--- src/rtl/lis3dh_pkg.sv ---
// Shared constants and types for the LIS3DH SPI register-interface emulator.
package lis3dh_pkg;

  localparam logic [5:0] WHO_AM_I   = 6'h0F;
  localparam logic [5:0] TEMP_CFG   = 6'h1F;
  localparam logic [5:0] CTRL_REG1  = 6'h20;
  localparam logic [5:0] CTRL_REG2  = 6'h21;
  localparam logic [5:0] CTRL_REG3  = 6'h22;
  localparam logic [5:0] CTRL_REG4  = 6'h23;
  localparam logic [5:0] CTRL_REG5  = 6'h24;
  localparam logic [5:0] CTRL_REG6  = 6'h25;
  localparam logic [5:0] STATUS_REG = 6'h27;
  localparam logic [5:0] OUT_X_L    = 6'h28;
  localparam logic [5:0] OUT_X_H    = 6'h29;
  localparam logic [5:0] OUT_Y_L    = 6'h2A;
  localparam logic [5:0] OUT_Y_H    = 6'h2B;
  localparam logic [5:0] OUT_Z_L    = 6'h2C;
  localparam logic [5:0] OUT_Z_H    = 6'h2D;

  localparam logic [5:0] WR_LO  = TEMP_CFG;
  localparam logic [5:0] WR_HI  = CTRL_REG6;
  localparam int         NUM_WR = 7;

  localparam logic [7:0] CTRL_REG1_RST = 8'h07;

  typedef enum logic [1:0] {IDLE, CMD, RD, WR} state_e;

  typedef struct packed {
    logic [15:0] z;
    logic [15:0] y;
    logic [15:0] x;
  } sample_t;

endpackage

--- src/rtl/lis3dh_spi_responder_spi_sync_edge.sv ---
// Multi-flop synchroniser for an asynchronous SPI pin with one-clk rise/fall strobes.
module spi_sync_edge #(
  parameter int   SYNC_STAGES = 2,
  parameter logic RST_VAL     = 1'b1
) (
  input  logic clk_i,
  input  logic rst_i,
  input  logic d_i,
  output logic q_o,
  output logic rise_o,
  output logic fall_o
);

  logic [SYNC_STAGES-1:0] sync_q;
  logic                   prev_q;

  always_ff @(posedge clk_i or posedge rst_i) begin
    if (rst_i) begin
      sync_q <= {SYNC_STAGES{RST_VAL}};
      prev_q <= RST_VAL;
    end else begin
      sync_q <= {sync_q[SYNC_STAGES-2:0], d_i};
      prev_q <= sync_q[SYNC_STAGES-1];
    end
  end

  assign q_o    = sync_q[SYNC_STAGES-1];
  assign rise_o = q_o & ~prev_q;
  assign fall_o = ~q_o & prev_q;

endmodule

--- src/rtl/lis3dh_spi_responder.sv ---
// LIS3DH register-interface emulator: SPI mode 3 responder, register file, sample capture, interrupts.
module lis3dh_spi_responder
  import lis3dh_pkg::*;
#(
  parameter int         SYNC_STAGES  = 2,
  parameter logic [7:0] WHO_AM_I_VAL = 8'h33
) (
  input  logic        clk_clk,
  input  logic        reset_reset,
  input  logic        spi_sclk,
  input  logic        spi_mosi,
  input  logic        spi_ss_n,
  output logic        spi_miso,
  output logic        spi_miso_oe,
  input  logic [15:0] sample_x,
  input  logic [15:0] sample_y,
  input  logic [15:0] sample_z,
  input  logic        sample_valid,
  output logic        int1,
  output logic        int2
);

  logic       sclk_rise, sclk_fall, ss_rise, ss_fall, mosi_s;
  logic       sclk_lvl_unused, ss_lvl_unused;
  logic [1:0] mosi_edge_unused;

  spi_sync_edge #(.SYNC_STAGES(SYNC_STAGES), .RST_VAL(1'b1)) u_sclk (
    .clk_i(clk_clk), .rst_i(reset_reset), .d_i(spi_sclk),
    .q_o(sclk_lvl_unused), .rise_o(sclk_rise), .fall_o(sclk_fall));
  spi_sync_edge #(.SYNC_STAGES(SYNC_STAGES), .RST_VAL(1'b1)) u_ss (
    .clk_i(clk_clk), .rst_i(reset_reset), .d_i(spi_ss_n),
    .q_o(ss_lvl_unused), .rise_o(ss_rise), .fall_o(ss_fall));
  spi_sync_edge #(.SYNC_STAGES(SYNC_STAGES), .RST_VAL(1'b0)) u_mosi (
    .clk_i(clk_clk), .rst_i(reset_reset), .d_i(spi_mosi),
    .q_o(mosi_s), .rise_o(mosi_edge_unused[0]), .fall_o(mosi_edge_unused[1]));

  state_e                  state_q, state_d;
  logic [2:0]              bit_cnt_q, bit_cnt_d;
  logic [6:0]              rx_q, rx_d;
  logic                    ms_q, ms_d;
  logic [5:0]              addr_q, addr_d;
  logic [7:0]              shift_q, shift_d;
  logic                    hold_q, hold_d;
  logic                    oe_q, oe_d;
  logic [NUM_WR-1:0][7:0]  wr_q, wr_d;
  logic [7:0]              status_q, status_d;
  logic [5:0][7:0]         out_q, out_d;
  logic                    pend_vld_q, pend_vld_d;
  logic                    pend_ovr_q, pend_ovr_d;
  sample_t                 pend_q, pend_d;
  logic                    int1_q, int2_q;

  logic [7:0] byte_in, rd_data;
  logic [5:0] rd_addr;
  logic       byte_done, clr_status, ovr;
  sample_t    smp;

  assign byte_in   = {rx_q, mosi_s};
  assign byte_done = sclk_rise && (state_q != IDLE) && (bit_cnt_q == 3'd7);
  // Address of the byte to preload: the command's address, or the next burst address.
  assign rd_addr   = (state_q == CMD) ? byte_in[5:0] : (ms_q ? addr_q + 6'd1 : addr_q);

  always_comb begin
    rd_data = 8'h00;
    if (rd_addr == WHO_AM_I)                             rd_data = WHO_AM_I_VAL;
    else if (rd_addr >= WR_LO && rd_addr <= WR_HI)       rd_data = wr_q[3'(rd_addr - WR_LO)];
    else if (rd_addr == STATUS_REG)                      rd_data = status_q;
    else if (rd_addr >= OUT_X_L && rd_addr <= OUT_Z_H)   rd_data = out_q[3'(rd_addr - OUT_X_L)];
  end

  always_comb begin
    state_d    = state_q;
    bit_cnt_d  = bit_cnt_q;
    rx_d       = rx_q;
    ms_d       = ms_q;
    addr_d     = addr_q;
    shift_d    = shift_q;
    hold_d     = hold_q;
    oe_d       = oe_q;
    wr_d       = wr_q;
    status_d   = status_q;
    out_d      = out_q;
    pend_vld_d = pend_vld_q;
    pend_ovr_d = pend_ovr_q;
    pend_d     = pend_q;
    clr_status = 1'b0;
    ovr        = 1'b0;
    smp        = pend_q;

    if (state_q == IDLE) begin
      if (ss_fall) begin
        state_d   = CMD;
        bit_cnt_d = 3'd0;
      end
    end else begin
      if (sclk_rise) begin
        rx_d      = byte_in[6:0];
        bit_cnt_d = bit_cnt_q + 3'd1;
      end
      if (byte_done) begin
        if (state_q == CMD) begin
          ms_d    = byte_in[6];
          addr_d  = byte_in[5:0];
          state_d = byte_in[7] ? RD : WR;
          if (byte_in[7]) begin
            shift_d = rd_data;
            hold_d  = 1'b1;
          end
        end else begin
          addr_d = rd_addr;
          if (state_q == RD) begin
            shift_d    = rd_data;
            hold_d     = 1'b1;
            clr_status = (addr_q == OUT_Z_H);
          end else if (addr_q >= WR_LO && addr_q <= WR_HI) begin
            wr_d[3'(addr_q - WR_LO)] = byte_in;
          end
        end
      end
      // The first fall after a byte load only enables the driver; bit 7 is already in place.
      if (sclk_fall && state_q == RD) begin
        if (hold_q) begin
          hold_d = 1'b0;
          oe_d   = 1'b1;
        end else begin
          shift_d = {shift_q[6:0], 1'b0};
        end
      end
      if (ss_rise) begin
        state_d   = IDLE;
        oe_d      = 1'b0;
        hold_d    = 1'b0;
        bit_cnt_d = 3'd0;
      end
    end

    if (clr_status) status_d = 8'h00;

    if (state_q == IDLE) begin
      if (sample_valid || pend_vld_q) begin
        smp        = sample_valid ? sample_t'({sample_z, sample_y, sample_x}) : pend_q;
        ovr        = status_q[3] | (pend_vld_q & (pend_ovr_q | sample_valid));
        out_d      = {smp.z, smp.y, smp.x};
        status_d   = {ovr ? 4'hF : status_q[7:4], 4'hF};
        pend_vld_d = 1'b0;
        pend_ovr_d = 1'b0;
      end
    end else if (sample_valid) begin
      pend_vld_d = 1'b1;
      pend_ovr_d = pend_ovr_q | pend_vld_q;
      pend_d     = sample_t'({sample_z, sample_y, sample_x});
    end
  end

  always_ff @(posedge clk_clk or posedge reset_reset) begin
    if (reset_reset) begin
      state_q    <= IDLE;
      bit_cnt_q  <= '0;
      rx_q       <= '0;
      ms_q       <= 1'b0;
      addr_q     <= '0;
      shift_q    <= '0;
      hold_q     <= 1'b0;
      oe_q       <= 1'b0;
      wr_q       <= '0;
      wr_q[3'(CTRL_REG1 - WR_LO)] <= CTRL_REG1_RST;
      status_q   <= '0;
      out_q      <= '0;
      pend_vld_q <= 1'b0;
      pend_ovr_q <= 1'b0;
      pend_q     <= '0;
      int1_q     <= 1'b0;
      int2_q     <= 1'b0;
    end else begin
      state_q    <= state_d;
      bit_cnt_q  <= bit_cnt_d;
      rx_q       <= rx_d;
      ms_q       <= ms_d;
      addr_q     <= addr_d;
      shift_q    <= shift_d;
      hold_q     <= hold_d;
      oe_q       <= oe_d;
      wr_q       <= wr_d;
      status_q   <= status_d;
      out_q      <= out_d;
      pend_vld_q <= pend_vld_d;
      pend_ovr_q <= pend_ovr_d;
      pend_q     <= pend_d;
      int1_q     <= status_q[3] & wr_q[3'(CTRL_REG3 - WR_LO)][4];
      int2_q     <= status_q[7] & wr_q[3'(CTRL_REG6 - WR_LO)][6];
    end
  end

  assign spi_miso    = oe_q & shift_q[7];
  assign spi_miso_oe = oe_q;
  assign int1        = int1_q;
  assign int2        = int2_q;

endmodule

--- config.mk ---
export PLATFORM = sky130hd
export DESIGN_NAME = lis3dh_spi_responder
export DESIGN_NICKNAME = d
export VERILOG_FILES = /design/src/rtl/lis3dh_pkg.sv /design/src/rtl/lis3dh_spi_responder_spi_sync_edge.sv /design/src/rtl/lis3dh_spi_responder.sv
export SDC_FILE = /design/constraint.sdc
export NUM_CORES = 1
export LEC_CHECK = 0
export BUFFER_PORTS_ARGS = -buffer_cell sky130_fd_sc_hd__buf_4
export CORE_AREA = 5 5 126 158
export CTS_CLUSTER_DIAMETER = 50
export DETAILED_ROUTE_END_ITERATION = 10
export DIE_AREA = 0 0 131 163
export GPL_ROUTABILITY_DRIVEN = 0
export PLACE_DENSITY_LB_ADDON = 0.05
export SYNTH_ARGS = -nofsm -noshare
export SYNTH_HDL_FRONTEND = slang
export SYNTH_SLANG_ARGS = --single-unit
--- constraint.sdc ---
create_clock -name clk_clk -period 14.9 [get_ports clk_clk]
set_clock_uncertainty 0.15 [all_clocks]
set_input_delay 2.98 -clock clk_clk [delete_from_list [all_inputs] [get_ports clk_clk]]
set_output_delay 2.98 -clock clk_clk [all_outputs]
set_load 0.01 [all_outputs]
### Word level (Yosys, flattened, before mapping)

Cells that the tools add are included.

| operators by class | value |
|---|---|
| $add $sub $neg | 5 |
| $lt $le $gt $ge | 10 |
| equality and inequality tests | 9 |
| multiplexer cells | 54 |
| bitwise logic cells | 18 |
| reductions and logical operators | 25 |

Operators by type and width:

| kind | count |
|---|---|
| $mux 8 | 16 |
| $bwmux 56 | 1 |
| $bmux 8 s3 | 2 |
| $mux 48 | 1 |
| $demux 8 s3 | 1 |
| $mux 1 | 20 |
| $le 6x6->1 const B | 3 |
| $mux 6 | 3 |
| $eq 6x6->1 const B | 2 |
| $ge 6x5->1 const B | 2 |
| $lt 3x4->1 const B | 3 |
| $mux 3 | 4 |
| $mux 2 | 5 |
| $reduce_and 2->1 | 5 |
| $reduce_and 3->1 | 3 |
| $reduce_bool 3->1 | 3 |
| $and 1x1->1 | 8 |
| $reduce_bool 2->1 | 4 |
| $logic_and 1x1->1 | 7 |
| $not 1->1 | 7 |
| $add 6x1->6 const B | 1 |
| $eq 6x4->1 const B | 1 |
| $ge 6x6->1 const B | 1 |
| $sub 3x3->3 const B | 2 |
| 14 further kinds | 16 |

| storage, ports and cells | value |
|---|---|
| register bits after elaboration | 201 |

### Depth between registers and ports, before layout

| depth | value |
|---|---|
| depth in word-level cells | 15 |
| depth in mapped cells | 15 |
| mapped depth without buffers | 12 |

### Hierarchy

Synthesis repeated with hierarchy kept, for this count alone.

| second synthesis, totals | value |
|---|---|
| cells, all modules | 866 |
| area total of the unflattened synthesis | 9860.7 um2 |

Modules (own cells, without submodules):

| module | times used | cells each | area an instance (um2) | seq. area each (um2) |
|---|---|---|---|---|
| lis3dh_spi_responder | 1 | 848 | 9571.7 | 4833.4 |
| spi_sync_edge at u_sclk ... | 2 | 6 | 97.6 | 78.8 |
| spi_sync_edge at u_mosi | 1 | 6 | 93.8 | 75.1 |

### Least setup slack after synthesis

No wires, ideal clock.

| timing path | value |
|---|---|
| kind | input-to-reg |
| from | in sample_valid |
| to | reg pend_q[20] in the netlist's numbering |
| library setup time | 0.125 ns |
| arrival time | 4.445 ns |
| required time | 14.625 ns |
| setup slack | 10.180 ns |
| stages | 5 |
| cell sequence | clkbuf_1 nor2b_1 buf_1 buf_1 mux2_2 |

| on the way | value |
|---|---|
| cells in the longest elaborated chain, start to end | 1 |

RTL lines:

| item | line | RTL |
|---|---|---|
| from (decl) | lis3dh_spi_responder.sv:18 | `input logic sample_valid,` |
| $mux 48 | - |  |
| to (signal assigned) | lis3dh_spi_responder.sv:188 | `pend_q <= pend_d;` |
| to (decl) | lis3dh_spi_responder.sv:50 | `sample_t pend_q, pend_d;` |

No other way between the ends.
A chain may end at the register's enable or synchronous reset.

### Final worst setup path

| timing path | value |
|---|---|
| from | in sample_valid |
| to | reg status_q[5] |

| on the way | value |
|---|---|
| cells in the longest elaborated chain, start to end | 4 |
| elaborated cells between the ends (all ways) | 7 |
| those cells by class | eq/ne (1); mux (2); bitwise (3); reduce/logical (1) |

RTL lines:

| item | line | RTL |
|---|---|---|
| $or 1x1->1 | lis3dh_spi_responder.sv:142 | `ovr = status_q[3] \| (pend_vld_q & (pend_ovr_q \| sample_valid));` |
| $and 1x1->1 | lis3dh_spi_responder.sv:142 |  |
| $or 1x1->1 | lis3dh_spi_responder.sv:142 |  |
| $ne 3x2->1 (no source line) | - |  |
| to (signal assigned) | lis3dh_spi_responder.sv:184 | `status_q <= status_d;` |
| to (decl) | lis3dh_spi_responder.sv:46 | `logic [7:0] status_q, status_d;` |

Parallel ways exist; a longest one is shown, timed or not.

==> results_dict.tcl <==
set metrics [dict create \
    outcome "finished, final reports clean" \
    period_minus_slack_ns 5.20 \
    die_area_um2 21400 \
    synth_nets 913 \
    layout_common_cells "192 x dfrtp_1, 114 x nand2_1, 113 x mux2_2" \
    h-tree-depth 1 \
    setup_viol 0 \
    fmax_mhz 192 \
    max_cap_violations 0 \
    route.detailed.drc 0 \
    ctsResizeCount 0 \
    critical_path_arrival_ns 5.39 \
    drtPass1Iterations 5 \
    cts_root_buf "clkbuf_16" \
    end_kind "flip-flop" \
    synth_warnings 0 \
    postCtsSetupRepairBufs 0 \
    final_max_slew_viol_count 0 \
    wl_per_cell_um 19.5 \
    pwr_density_cell_nw_per_um2 185 \
    crit_family "simple AND/OR/NAND/NOR gates" \
    path_class "input pin to flip-flop" \
    syn-cell-area_um2 9800 \
    cp_slowest_cell "nor4_1" \
    cp_common_cell "buf_4" \
    rsz0062_at_grt "no" \
    io_buffers 57 \
    path_max_fanout 99 \
    design_area_um2 11100 \
    hold_slack_ns 0.205 \
    cp_num_buf_inv 2 \
    syn_area_per_cell_um2 11.6 \
    slew_headroom 0.252 \
    hp-class "flip-flop to flip-flop" \
    drt_iter0_markers 260 \
    netlist_instances 848 \
    clock_sinks 201 \
    cellLeakagePower_nw 5.12 \
    clk_latency_ns 0.51 \
    synth-async-reset-ratio 1.00 \
    timing.setup.tns_ns 0 \
    yosysUniqueCellTypes 65 \
    placed_area_um2 10300 \
    fp.dieH_um 163 \
    layout_commonest_cell "dfrtp_1" \
    antenna_found_initial 0 \
    numCtsBuffers 23 \
    grt_max_degree 132 \
    grt_pass1_vias 7120 \
    grt.total_usage 0.215 \
    num_vias 6555 \
    grt.overflow.total 0 \
    ir_worst_vdd_v 0.000117 \
    crit_chain "buf_4, o21ai_4, buf_4, nand4_1, nor4_1, nor2_1" \
    viasPerCell 5.80 \
    hold_buffers 0 \
    clk_path_buf_depth 3 \
    drive_gt1_frac 0.287 \
    io_pins 58 \
    synth_edf_count 0 \
    syn_to_final_growth_pct 13.0 \
    dp_hpwl_mm 15.2 \
    numPlacedInstances 1089 \
    synth_top_flop_cell "dfrtp_1" \
    clk_pin_slew_ns 0.06 \
    fillCellCount 1501 \
    period_share 0.349 \
    ys_seq_area_frac 0.514 \
    diodes 0 \
    worstMarginPinSlew_ns 1.11 \
    crit_required_ns 15.09 \
    die_w_um 131 \
    max_stage_delay_ns 0.88 \
    ys_ff_latch 201 \
    start_kind "input pin" \
    detail-route-antenna-nets 0 \
    initial_utilization 0.534 \
    cts_tree "built" \
    final_nets 947 \
    core-area_um2 18400 \
    hold_violations 0 \
    num_rows 56 \
    finalNonFillerCells 1131 \
    routed_wl_mm 22.0 \
    grt_pass1_wl_mm 36.4 \
]
area by class of cell:
cell class              instances  area [um^2]  area share
multi-input cells             583         4430       0.400
flip-flops and latches        201         5040       0.455
inverters                      12         52.6     0.00474
clock inverters                11          145      0.0131
clock buffers                  31          656      0.0592
well taps                     232          290      0.0262
repair buffers                 61          458      0.0413
kinds of logic (layout without fill, tap and decap cells):
group | Yosys count | in the layout | share of synthesized area
flops | 201 | 201 | 0.514
simple gates | 208 | 208 | 0.0964
fa+ha+maj | 11 | 11 | 0.0140
xor+xnor | 8 | 8 | 0.00792
mux | 200 | 200 | 0.234
buf+inv | 64 | 115 | 0.0351
compound gates | 156 | 156 | 0.0982
power breakdown:
| group | switching, W | internal, W | total, W |
|---|---|---|---|
| Combinational | 0.000391 | 0.000261 | 0.000652 |
| Clock | 0.000226 | 0.000363 | 0.000588 |
| Sequential | 0.000109 | 0.000694 | 0.000803 |
| Total | 0.000726 | 0.00132 | 0.00204 |
through the flow:
stage,power (W),utilization,worst slack [ns]
2_1_floorplan,0.00129,-,6.30
4_1_cts,0.00206,0.603,9.72
3_5_place_dp,0.00147,0.560,9.18
6_report,0.00204,0.603,9.70
5_1_grt,0.00218,0.603,9.38
3_3_place_gp,0.00145,0.560,9.33
per-layer routing:
metal  up-vias  GRT usage  wire length, um
met5         -          0                0
met1      3278      0.265             8870
li1       3086          -                -
met4         0     0.0833              820
met3        49     0.0302              846
met2       142      0.376            11500
sequential cells by signal, indices dropped and copies added (netlist names):
signal	flops
u_sclk.sync_q	2
status_q	8
u_mosi.sync_q	2
shift_q	8
u_ss.sync_q	2
ms_q	1
pend_q	48
pend_vld_q	1
int1	1
rx_q	7
out_q	48
state_q	2
hold_q	1
bit_cnt_q	3
int2	1
pend_ovr_q	1
u_sclk.prev_q	1
spi_miso_oe	1
addr_q	6
u_ss.prev_q	1
wr_q	56
final timing paths:
kind	start	endpoint	slack (ns)	cells past startpoint
max	sample_valid	status_q[5]$_DFFE_PP0P_	9.70	6
min	u_mosi.sync_q[0]$_DFF_PP0_	u_mosi.sync_q[1]$_DFF_PP0_	0.21	0
max reg2reg	addr_q[0]$_DFFE_PP0P_	shift_q[1]$_DFFE_PP0N_	10.16	11
min reg2reg	u_mosi.sync_q[0]$_DFF_PP0_	u_mosi.sync_q[1]$_DFF_PP0_	0.21	0
max in group asynchronous	reset_reset	pend_q[3]$_DFFE_PP0N_	10.71	3
min in group asynchronous	reset_reset	rx_q[1]$_DFFE_PP0P_	2.49	2
cell usage after synthesis, drive strengths merged, types with 5 or more instances:
master	number	area, um^2
dfstp	9	236
dfrtp	192	4800
ha	11	138
mux2i	75	751
a31oi	12	75.1
inv	12	45.0
buf	23	124
clkbuf	27	133
a21oi	27	135
nand3	6	47.6
xnor2	5	43.8
o21ai	75	375
nor2b	8	55.1
nand2b	7	43.8
nor2	46	180
a221oi	6	52.6
and2	6	37.5
mux4	12	270
nand2	114	428
mux2	113	1270
(Power assumes the default switching activity.)
